$ cat src/rtl/hp_pkg.sv
// Shared constants for the alarm logger: record layout, source bit indices and counter widths.
package hp_pkg;

    localparam int TS_W_DFLT = 16;
    localparam int OVF_W     = 8;

    // Record layout is {src_n, src_p, ts}; ts occupies the low TS_W bits.
    localparam int SRC_P  = 0;
    localparam int SRC_N  = 1;
    localparam int TS_LSB = 0;

    function automatic int src_bit(input int ts_w, input int src);
        return ts_w + src;
    endfunction

endpackage

$ cat src/rtl/hp_evt_fifo.sv
// Event record FIFO: synchronous push/pop, registered occupancy, pop of an empty FIFO is ignored.
// A push while full is accepted only alongside a pop; rdata reads zero when empty.
module hp_evt_fifo #(
    parameter int DEPTH = 8,
    parameter int WIDTH = 18
) (
    input  logic                     clk,
    input  logic                     hp_Alarm_rst_sync,
    input  logic                     clear,
    input  logic                     push,
    input  logic                     pop,
    input  logic [WIDTH-1:0]         wdata,
    output logic [WIDTH-1:0]         rdata,
    output logic [$clog2(DEPTH):0]   count,
    output logic                     full
);

    localparam int AW = $clog2(DEPTH);
    localparam logic [AW:0] FULL_CNT = (AW+1)'(DEPTH);

    logic [WIDTH-1:0] mem [DEPTH];
    logic [AW-1:0]    rd_ptr;
    logic [AW-1:0]    wr_ptr;
    logic             push_eff;
    logic             pop_eff;

    assign full     = (count == FULL_CNT);
    assign pop_eff  = pop & (count != '0);
    assign push_eff = push & (~full | pop_eff);

    always_ff @(posedge clk or negedge hp_Alarm_rst_sync) begin
        if (!hp_Alarm_rst_sync) begin
            rd_ptr <= '0;
            wr_ptr <= '0;
            count  <= '0;
        end else if (clear) begin
            rd_ptr <= '0;
            wr_ptr <= '0;
            count  <= '0;
        end else begin
            if (push_eff) wr_ptr <= wr_ptr + AW'(1);
            if (pop_eff)  rd_ptr <= rd_ptr + AW'(1);
            count <= count + (AW+1)'(push_eff) - (AW+1)'(pop_eff);
        end
    end

    always_ff @(posedge clk) begin
        if (push_eff) mem[wr_ptr] <= wdata;
    end

    // Masked so the record bus is quiet whenever nothing is queued.
    assign rdata = (count != '0) ? mem[rd_ptr] : '0;

endmodule

$ cat src/rtl/hp_alarm_logger.sv
// Alarm edge logger: resynchronised p/n detector edges become timestamped records, valid 3 edges after sampling.
// HP_ALARM_TS_EN builds the timestamp counter (ts reads 0 otherwise); records arriving at a full, unpopped FIFO are counted and dropped.
module hp_alarm_logger
    import hp_pkg::*;
#(
    parameter int DEPTH = 8,
    parameter int TS_W  = TS_W_DFLT
) (
    input  logic                     clk,
    input  logic                     hp_Alarm_rst_sync,
    input  logic                     alarm_p_i,
    input  logic                     alarm_n_i,
    input  logic                     arm_i,
    input  logic                     clear_i,
    output logic                     evt_valid_o,
    input  logic                     evt_ready_i,
    output logic [TS_W+1:0]          evt_data_o,
    output logic [$clog2(DEPTH):0]   count_o,
    output logic [OVF_W-1:0]         ovf_cnt_o,
    output logic                     ovf_o
);

    localparam int P_BIT = src_bit(TS_W, SRC_P);
    localparam int N_BIT = src_bit(TS_W, SRC_N);

    logic [1:0]      sync_p;
    logic [1:0]      sync_n;
    logic            hist_p;
    logic            hist_n;
    logic [1:0]      primed;
    logic            rise_p;
    logic            rise_n;
    logic            push_req;
    logic            fifo_full;
    logic            drop;
    logic [TS_W-1:0] ts;
    logic [TS_W+1:0] rec;

    // History only follows the synchroniser once it holds real samples, so an
    // alarm already high at reset release never looks like a rising edge.
    always_ff @(posedge clk or negedge hp_Alarm_rst_sync) begin
        if (!hp_Alarm_rst_sync) begin
            sync_p <= '0;
            sync_n <= '0;
            hist_p <= 1'b1;
            hist_n <= 1'b1;
            primed <= '0;
        end else begin
            sync_p <= {sync_p[0], alarm_p_i};
            sync_n <= {sync_n[0], alarm_n_i};
            primed <= {primed[0], 1'b1};
            if (primed[1]) begin
                hist_p <= sync_p[1];
                hist_n <= sync_n[1];
            end
        end
    end

    assign rise_p   = primed[1] & sync_p[1] & ~hist_p;
    assign rise_n   = primed[1] & sync_n[1] & ~hist_n;
    assign push_req = arm_i & (rise_p | rise_n);

`ifdef HP_ALARM_TS_EN
    always_ff @(posedge clk or negedge hp_Alarm_rst_sync) begin
        if (!hp_Alarm_rst_sync) begin
            ts <= '0;
        end else if (clear_i) begin
            ts <= '0;
        end else if (arm_i) begin
            ts <= ts + TS_W'(1);
        end
    end
`else
    assign ts = '0;
`endif

    always_comb begin
        rec                   = '0;
        rec[TS_LSB +: TS_W]   = ts;
        rec[P_BIT]            = rise_p;
        rec[N_BIT]            = rise_n;
    end

    hp_evt_fifo #(
        .DEPTH (DEPTH),
        .WIDTH (TS_W + 2)
    ) u_fifo (
        .clk               (clk),
        .hp_Alarm_rst_sync (hp_Alarm_rst_sync),
        .clear             (clear_i),
        .push              (push_req & ~clear_i),
        .pop               (evt_ready_i & ~clear_i),
        .wdata             (rec),
        .rdata             (evt_data_o),
        .count             (count_o),
        .full              (fifo_full)
    );

    assign evt_valid_o = (count_o != '0);

    // When full, a ready consumer always frees a slot in the same cycle.
    assign drop = push_req & fifo_full & ~evt_ready_i & ~clear_i;

    always_ff @(posedge clk or negedge hp_Alarm_rst_sync) begin
        if (!hp_Alarm_rst_sync) begin
            ovf_cnt_o <= '0;
            ovf_o     <= 1'b0;
        end else if (clear_i) begin
            ovf_cnt_o <= '0;
            ovf_o     <= 1'b0;
        end else if (drop) begin
            ovf_o <= 1'b1;
            if (ovf_cnt_o != '1) ovf_cnt_o <= ovf_cnt_o + OVF_W'(1);
        end
    end

endmodule

$ cat config.mk
export PLATFORM = sky130hd
export DESIGN_NAME = hp_alarm_logger
export DESIGN_NICKNAME = d
export VERILOG_FILES = /design/src/rtl/hp_pkg.sv /design/src/rtl/hp_evt_fifo.sv /design/src/rtl/hp_alarm_logger.sv
export SDC_FILE = /design/constraint.sdc
export NUM_CORES = 1
export LEC_CHECK = 0
export CAP_MARGIN = 40
export CORE_ASPECT_RATIO = 1.25
export CORE_MARGIN = 10
export CORE_UTILIZATION = 35
export CTS_CLUSTER_SIZE = 28
export DETAILED_ROUTE_END_ITERATION = 8
export GPL_ROUTABILITY_DRIVEN = 0
export SYNTH_ARGS = -nofsm -noshare
export SYNTH_HDL_FRONTEND = slang
export SYNTH_SLANG_ARGS = --single-unit
$ cat constraint.sdc
create_clock -name clk -period 2.25 [get_ports clk]
set_input_delay 0.45 -clock clk [delete_from_list [all_inputs] [get_ports clk]]
set_output_delay 0.45 -clock clk [all_outputs]
set_load 0.01 [all_outputs]
Yosys cells after proc, flatten, opt, wreduce, memory -nomap -nowiden
Memory sizes are Yosys's and may differ from the RTL's.
Cells that the tools add are included.
- register bits after elaboration: 27
- latch bits: 0
- bits in writable memories: 16
- memory bits (read-only): 0
- input bits: 7
- output and inout bits: 32
- word-level logic and storage cells: 56
- memories: 1
- $add $sub $neg: 5
- $mul: 0
- divide/modulo/power cells: 0
- $lt $le $gt $ge: 0
- equality and inequality tests: 2
- shifts and indexed selects: 0
- multiplexer cells: 13
- bitwise gates (word level): 19
- reduce and logical (&&, ||, !) cells: 6
- memories (name ; words ; width ; read ports ; clocked after Yosys merged registers in ; write ports ; line ; text):
    u_fifo.mem ; 8 ; 2 ; 1 ; 0 ; 1 ; hp_evt_fifo.sv:21 ; logic [WIDTH-1:0] mem [DEPTH];
- operator list (kind ; count):
    $mux W8 ; 3
    $mux W18 ; 1
    $and A1 B1 Y1 ; 12
    $mux W3 ; 4
    $add A8 B1 Y8 const B ; 1
    $ne A8 B8 Y1 const B ; 1
    $reduce_bool A2 Y1 ; 4
    $add A3 B1 Y3 const B ; 2
    $not A1 Y1 ; 5
    $add A4 B1 Y4 ; 1
    $eq A4 B4 Y1 const B ; 1
    $mux W1 ; 4
    $mux W4 ; 1
    $reduce_bool A4 Y1 ; 1
    $sub A4 B1 Y4 ; 1
    $or A1 B1 Y1 ; 2
    $reduce_and A2 Y1 ; 1

Logic depth before layout (Yosys ltp)
- depth in word-level cells: 9
- gate-level depth with buffers: 13
- gate-level depth less buffers: 13

Hierarchy
Synthesis repeated with hierarchy kept, for this count alone.
- cells, all modules: 366
- area, all modules: 6875.3 µm²
- modules (own cells, without submodules) (module ; times used ; cells each ; area each (µm²) ; sequential area each (µm²)):
    hp_evt_fifo ; 1 ; 289 ; 6088.3 ; 4574.4
    hp_alarm_logger ; 1 ; 77 ; 787.0 ; 427.9

Worst setup path before layout
No wires, ideal clock.
- path type: flip-flop to flip-flop
- from: register u_fifo.count[2]
- to: register u_fifo.count[1]
- setup time: 134 ps
- arrival time: 2178 ps
- required time: 2116 ps
- slack: -61 ps
- cell stages (with the launch flop): 9
- buffers on the path: 0
- clock period less this slack: 2311 ps
- path through: dfrtp_1 -> inv_1 -> ha_1 -> or2b_1 -> a221oi_2 -> and2_1 -> ha_1 -> fa_1 -> nor2b_1
- longest elaborated chain between the ends: 7
- elaborated cells on any way between the ends: 9
- classes of those cells: add/sub: 2; eq/ne: 1; mux: 1; bitwise: 4; reduce/logical: 1
- ends and longest elaborated chain (what ; line ; text):
    start, declared ; hp_evt_fifo.sv:14 ; output logic [$clog2(DEPTH):0] count,
    start signal, assigned ; hp_evt_fifo.sv:43 ; count <= count + (AW+1)'(push_eff) - (AW+1)'(pop_eff);
    $reduce_bool A4 Y1 or $eq A4 B4 Y1 (tied branches) ; hp_evt_fifo.sv:28, hp_evt_fifo.sv:27 ;
    $and A1 B1 Y1 or $not A1 Y1 (tied branches) ; hp_evt_fifo.sv:28, hp_evt_fifo.sv:29 ;
    $or A1 B1 Y1 ; hp_evt_fifo.sv:29 ; assign push_eff = push & (~full | pop_eff);
    $and A1 B1 Y1 ; hp_evt_fifo.sv:29 ;
    $add A4 B1 Y4 ; hp_evt_fifo.sv:43 ;
    $sub A4 B1 Y4 * ; hp_evt_fifo.sv:43 ;
    $mux W4 * ; hp_evt_fifo.sv:36 ; end else if (clear) begin
Every way passes the cells marked *; elsewhere a longest branch is shown, timed or not.
A chain may end at the register's enable or synchronous reset.

Final worst setup path
- from: register u_fifo.count[3]
- to: register u_fifo.count[1]
The elaborated chain is that of the path after synthesis.

==> run summary <==
status -> finished clean
M1 GR Usage -> 9.82%
Final Max Tran Viols -> 0
core area -> 6170 µm²
Hold Crit Start -> sync_n[0]$_DFF_PN0_
Leak Pwr -> 1.13 nW
R2R cell count -> 11
initial core utilization -> 35.8%
DRT iter0 DRCs -> 65
P&R area growth vs syn -> 26.3%
DIE WIDTH -> 91.1 µm
Mean Syn Cell Area -> 11.6 µm²
Cell Rows -> 32
Power Density -> 811 nW/µm²
IO Pins -> 39
crit share post-route -> 96.5%
Worst EP required -> 2430 ps
yosys warns -> 0
Peak VDD IR -> 278 µV
Max FO, Critical Path -> 3
post-synthesis sequential area ratio -> 52.4%
initial antenna violation count -> 0
largest net degree at the start of global routing -> 28
Via density -> 4.57
Global Route Usage Sum -> 8.89%
Num CTS Buffers -> 5
total power -> 2.26 mW
Max Root-Sink Buffers -> 2
EDFF count, synth -> 16
I/O Buffers -> 22
flop-to-flop setup slack -> 80 ps
Max Cap Viol -> 0
Max Fclk -> 461 MHz
hold endpoint -> sync_n[1]$_DFF_PN0_
max_slew headroom -> 65.0%
DRT Pass-1 Iters -> 4
area leader, netlist -> dfrtp_1
Critical Path AT -> 2350 ps
RR Startpoint -> u_fifo.count[3]$_DFF_PN0_
Final Hold Fails -> 0
worst hold path class -> reg2reg
worst r2r dst -> u_fifo.count[1]$_DFF_PN0_
post-route cell area -> 2790 µm²
share of layout cells above drive strength 1 -> 25.9%
setup_tns -> 0 ps
clock root buffer -> clkbuf_8
Remaining Overflow, GRT -> 0
Synth Cell Area -> 2210 µm²
TritonCTS clock tree -> done
Worst-Skew Late Latency -> 290 ps
largest cells by area after synthesis -> dfrtp_1, edfxtp_1, buf_4
Post-Synthesis Cells -> 190
clk slew on worst S/H paths -> 80 ps
CTS Sinks -> 43
final routed DRC violation total -> 0
M2 GR Usage -> 15.3%
WL per Instance -> 13.2 µm
Hold Path Depth -> 0
post-DP HPWL -> 3210 µm
nets -> 255
Die H -> 109 µm
CP Launch Type -> register
n_diodes -> 0
Via Count -> 1,481
met3 usage -> 3.78%
vias in the first global route -> 1,538
antenna-violating nets left -> 0
CTS H-Tree Depth -> 2
first-pass GRT wire length -> 7290 µm
Slew @ Worst Pin -> 523 ps
critical path class -> reg2reg
Seq cells post-synth -> 43
Total Wirelength -> 4270 µm
top-area cell type share of the netlist area -> 28.3%
Setup violations, final -> 0
GR peak layer -> met2
Clock Skew -> 6.25 ps
Post-synth ARST share -> 62.8%
Yosys cell types -> 45
Post-synth top flop -> dfrtp_1
Setup crit end kind -> register
dpl cell area -> 2610 µm²
min Tclk post-route -> 2170 ps
Die ar. -> 9910 µm²
worst max-delay path, cell delays in order, from the launching register on:
cell and delay, ps:
dfrtp_1 410, inv_2 80, ha_4 130, and3_4 180, inv_2 40, nand2_2 70, nor2_1 40, ha_1 280
inv_1 60, ha_2 180, fa_2 420, nor2b_2 160
cell usage after synthesis, types with 4 or more instances:
cell,count
nor3_1,8
buf_4,16
a21oi_1,5
mux4_2,4
ha_1,9
and2_1,4
edfxtp_1,16
nand3_1,7
dfrtp_1,25
mux2i_1,4
inv_1,12
nand2b_1,4
nand2_1,12
nor2_1,23
kinds of logic (layout without fill, tap and decap cells):
group / after synthesis / in the layout / synth area share, %
compound gates: 20 / 20 / 8.66
xor+xnor: 5 / 5 / 1.98
fa+ha+maj: 10 / 10 / 6.00
buf+inv: 32 / 66 / 8.49
flops: 43 / 43 / 52.4
mux: 9 / 9 / 6.40
other cells: 2 / 17 / 0.340
simple gates: 69 / 69 / 15.7
sequential cells by signal, indices dropped and copies added (netlist names):
name           count
primed             2
u_fifo.wr_ptr      3
u_fifo.count       4
u_fifo.mem        16
ovf_o              1
hist_n             1
sync_p             2
hist_p             1
ovf_cnt_o          8
u_fifo.rd_ptr      3
sync_n             2
placed cells by master, fill, tap and decap left out, drive strengths merged, types with 2 or more instances in the layout:
| cell | synthesis | routed |
|---|---|---|
| xnor2 | 3 | 3 |
| dfrtp | 25 | 25 |
| nand2b | 4 | 4 |
| nand3 | 7 | 7 |
| a21oi | 6 | 6 |
| nor2 | 23 | 23 |
| xor2 | 2 | 2 |
| nand2 | 12 | 12 |
| nor3 | 8 | 8 |
| mux4 | 4 | 4 |
| and3 | 2 | 2 |
| clkbuf | 3 | 6 |
| and2 | 4 | 4 |
| a211oi | 2 | 2 |
| inv | 12 | 12 |
| edfxtp | 16 | 16 |
| ha | 9 | 9 |
| clkdlybuf4s50 | 0 | 18 |
| nor2b | 3 | 3 |
| conb | 2 | 17 |
| dfstp | 2 | 2 |
| dlygate4sd2 | 0 | 2 |
| o21ai | 2 | 2 |
| clkinv | 0 | 2 |
| buf | 17 | 24 |
| mux2i | 4 | 4 |
power by group:
group	total [mW]	leakage (nW)	internal, mW	switching (mW)
registers	0.922	0.496	0.866	0.0557
logic	0.754	0.582	0.424	0.331
clock network	0.586	0.0556	0.325	0.261
worst max path at each step:
stage                                      start                        end  slack, ps  depth (start not counted)
global placement                     evt_ready_i   ovf_cnt_o[6]$_DFFE_PN0P_       -320                          6
CTS                 u_fifo.rd_ptr[0]$_DFFE_PN0P_             evt_data_o[16]          4                          5
floorplan              u_fifo.count[2]$_DFF_PN0_  u_fifo.count[2]$_DFF_PN0_          2                         12
detailed placement                   evt_ready_i   ovf_cnt_o[6]$_DFFE_PN0P_       -330                          6
finish                 u_fifo.count[3]$_DFF_PN0_  u_fifo.count[1]$_DFF_PN0_         80                         11
global route           u_fifo.count[3]$_DFF_PN0_  u_fifo.count[1]$_DFF_PN0_        -30                         11
stage by stage:
step | hold WS [ps] | worst slack, ps | instances | utilization [%]
after global routing | 357 | -30.3 | 324 | 45.3
after CTS | 353 | 4.15 | 321 | 44.4
after global placement | 332 | -318 | 312 | 42.3
after floorplan | 154 | 2.11 | 205 | -
after detailed placement | 336 | -333 | 312 | 42.3
final | 352 | 79.1 | 324 | 45.3
routing by layer:
layer	share of wire, %	vias to the layer above	wire [µm]
met4	1.1	0	46
met2	49	35	2080
met1	43	719	1830
met3	7.3	6	311
met5	0	-	0
li1	-	721	-
timing repair:
item,in CTS,in global routing
endpoints found under the setup margin,6,7
pin swaps,0,3
hold buffers,0,0
buffers inserted,1,3
gates resized for setup,10,12
final cells by class:
type | instances | area [µm²]
Clock buffer | 5 | 68.8
Multi-Input combinational cell | 130 | 972
Sequential cell | 43 | 1160
Fill cell | 603 | 3370
Tap cell | 85 | 106
Clock inverter | 3 | 38.8
Timing Repair Buffer | 46 | 399
Inverter | 12 | 45.0
(Power assumes the default switching activity.)
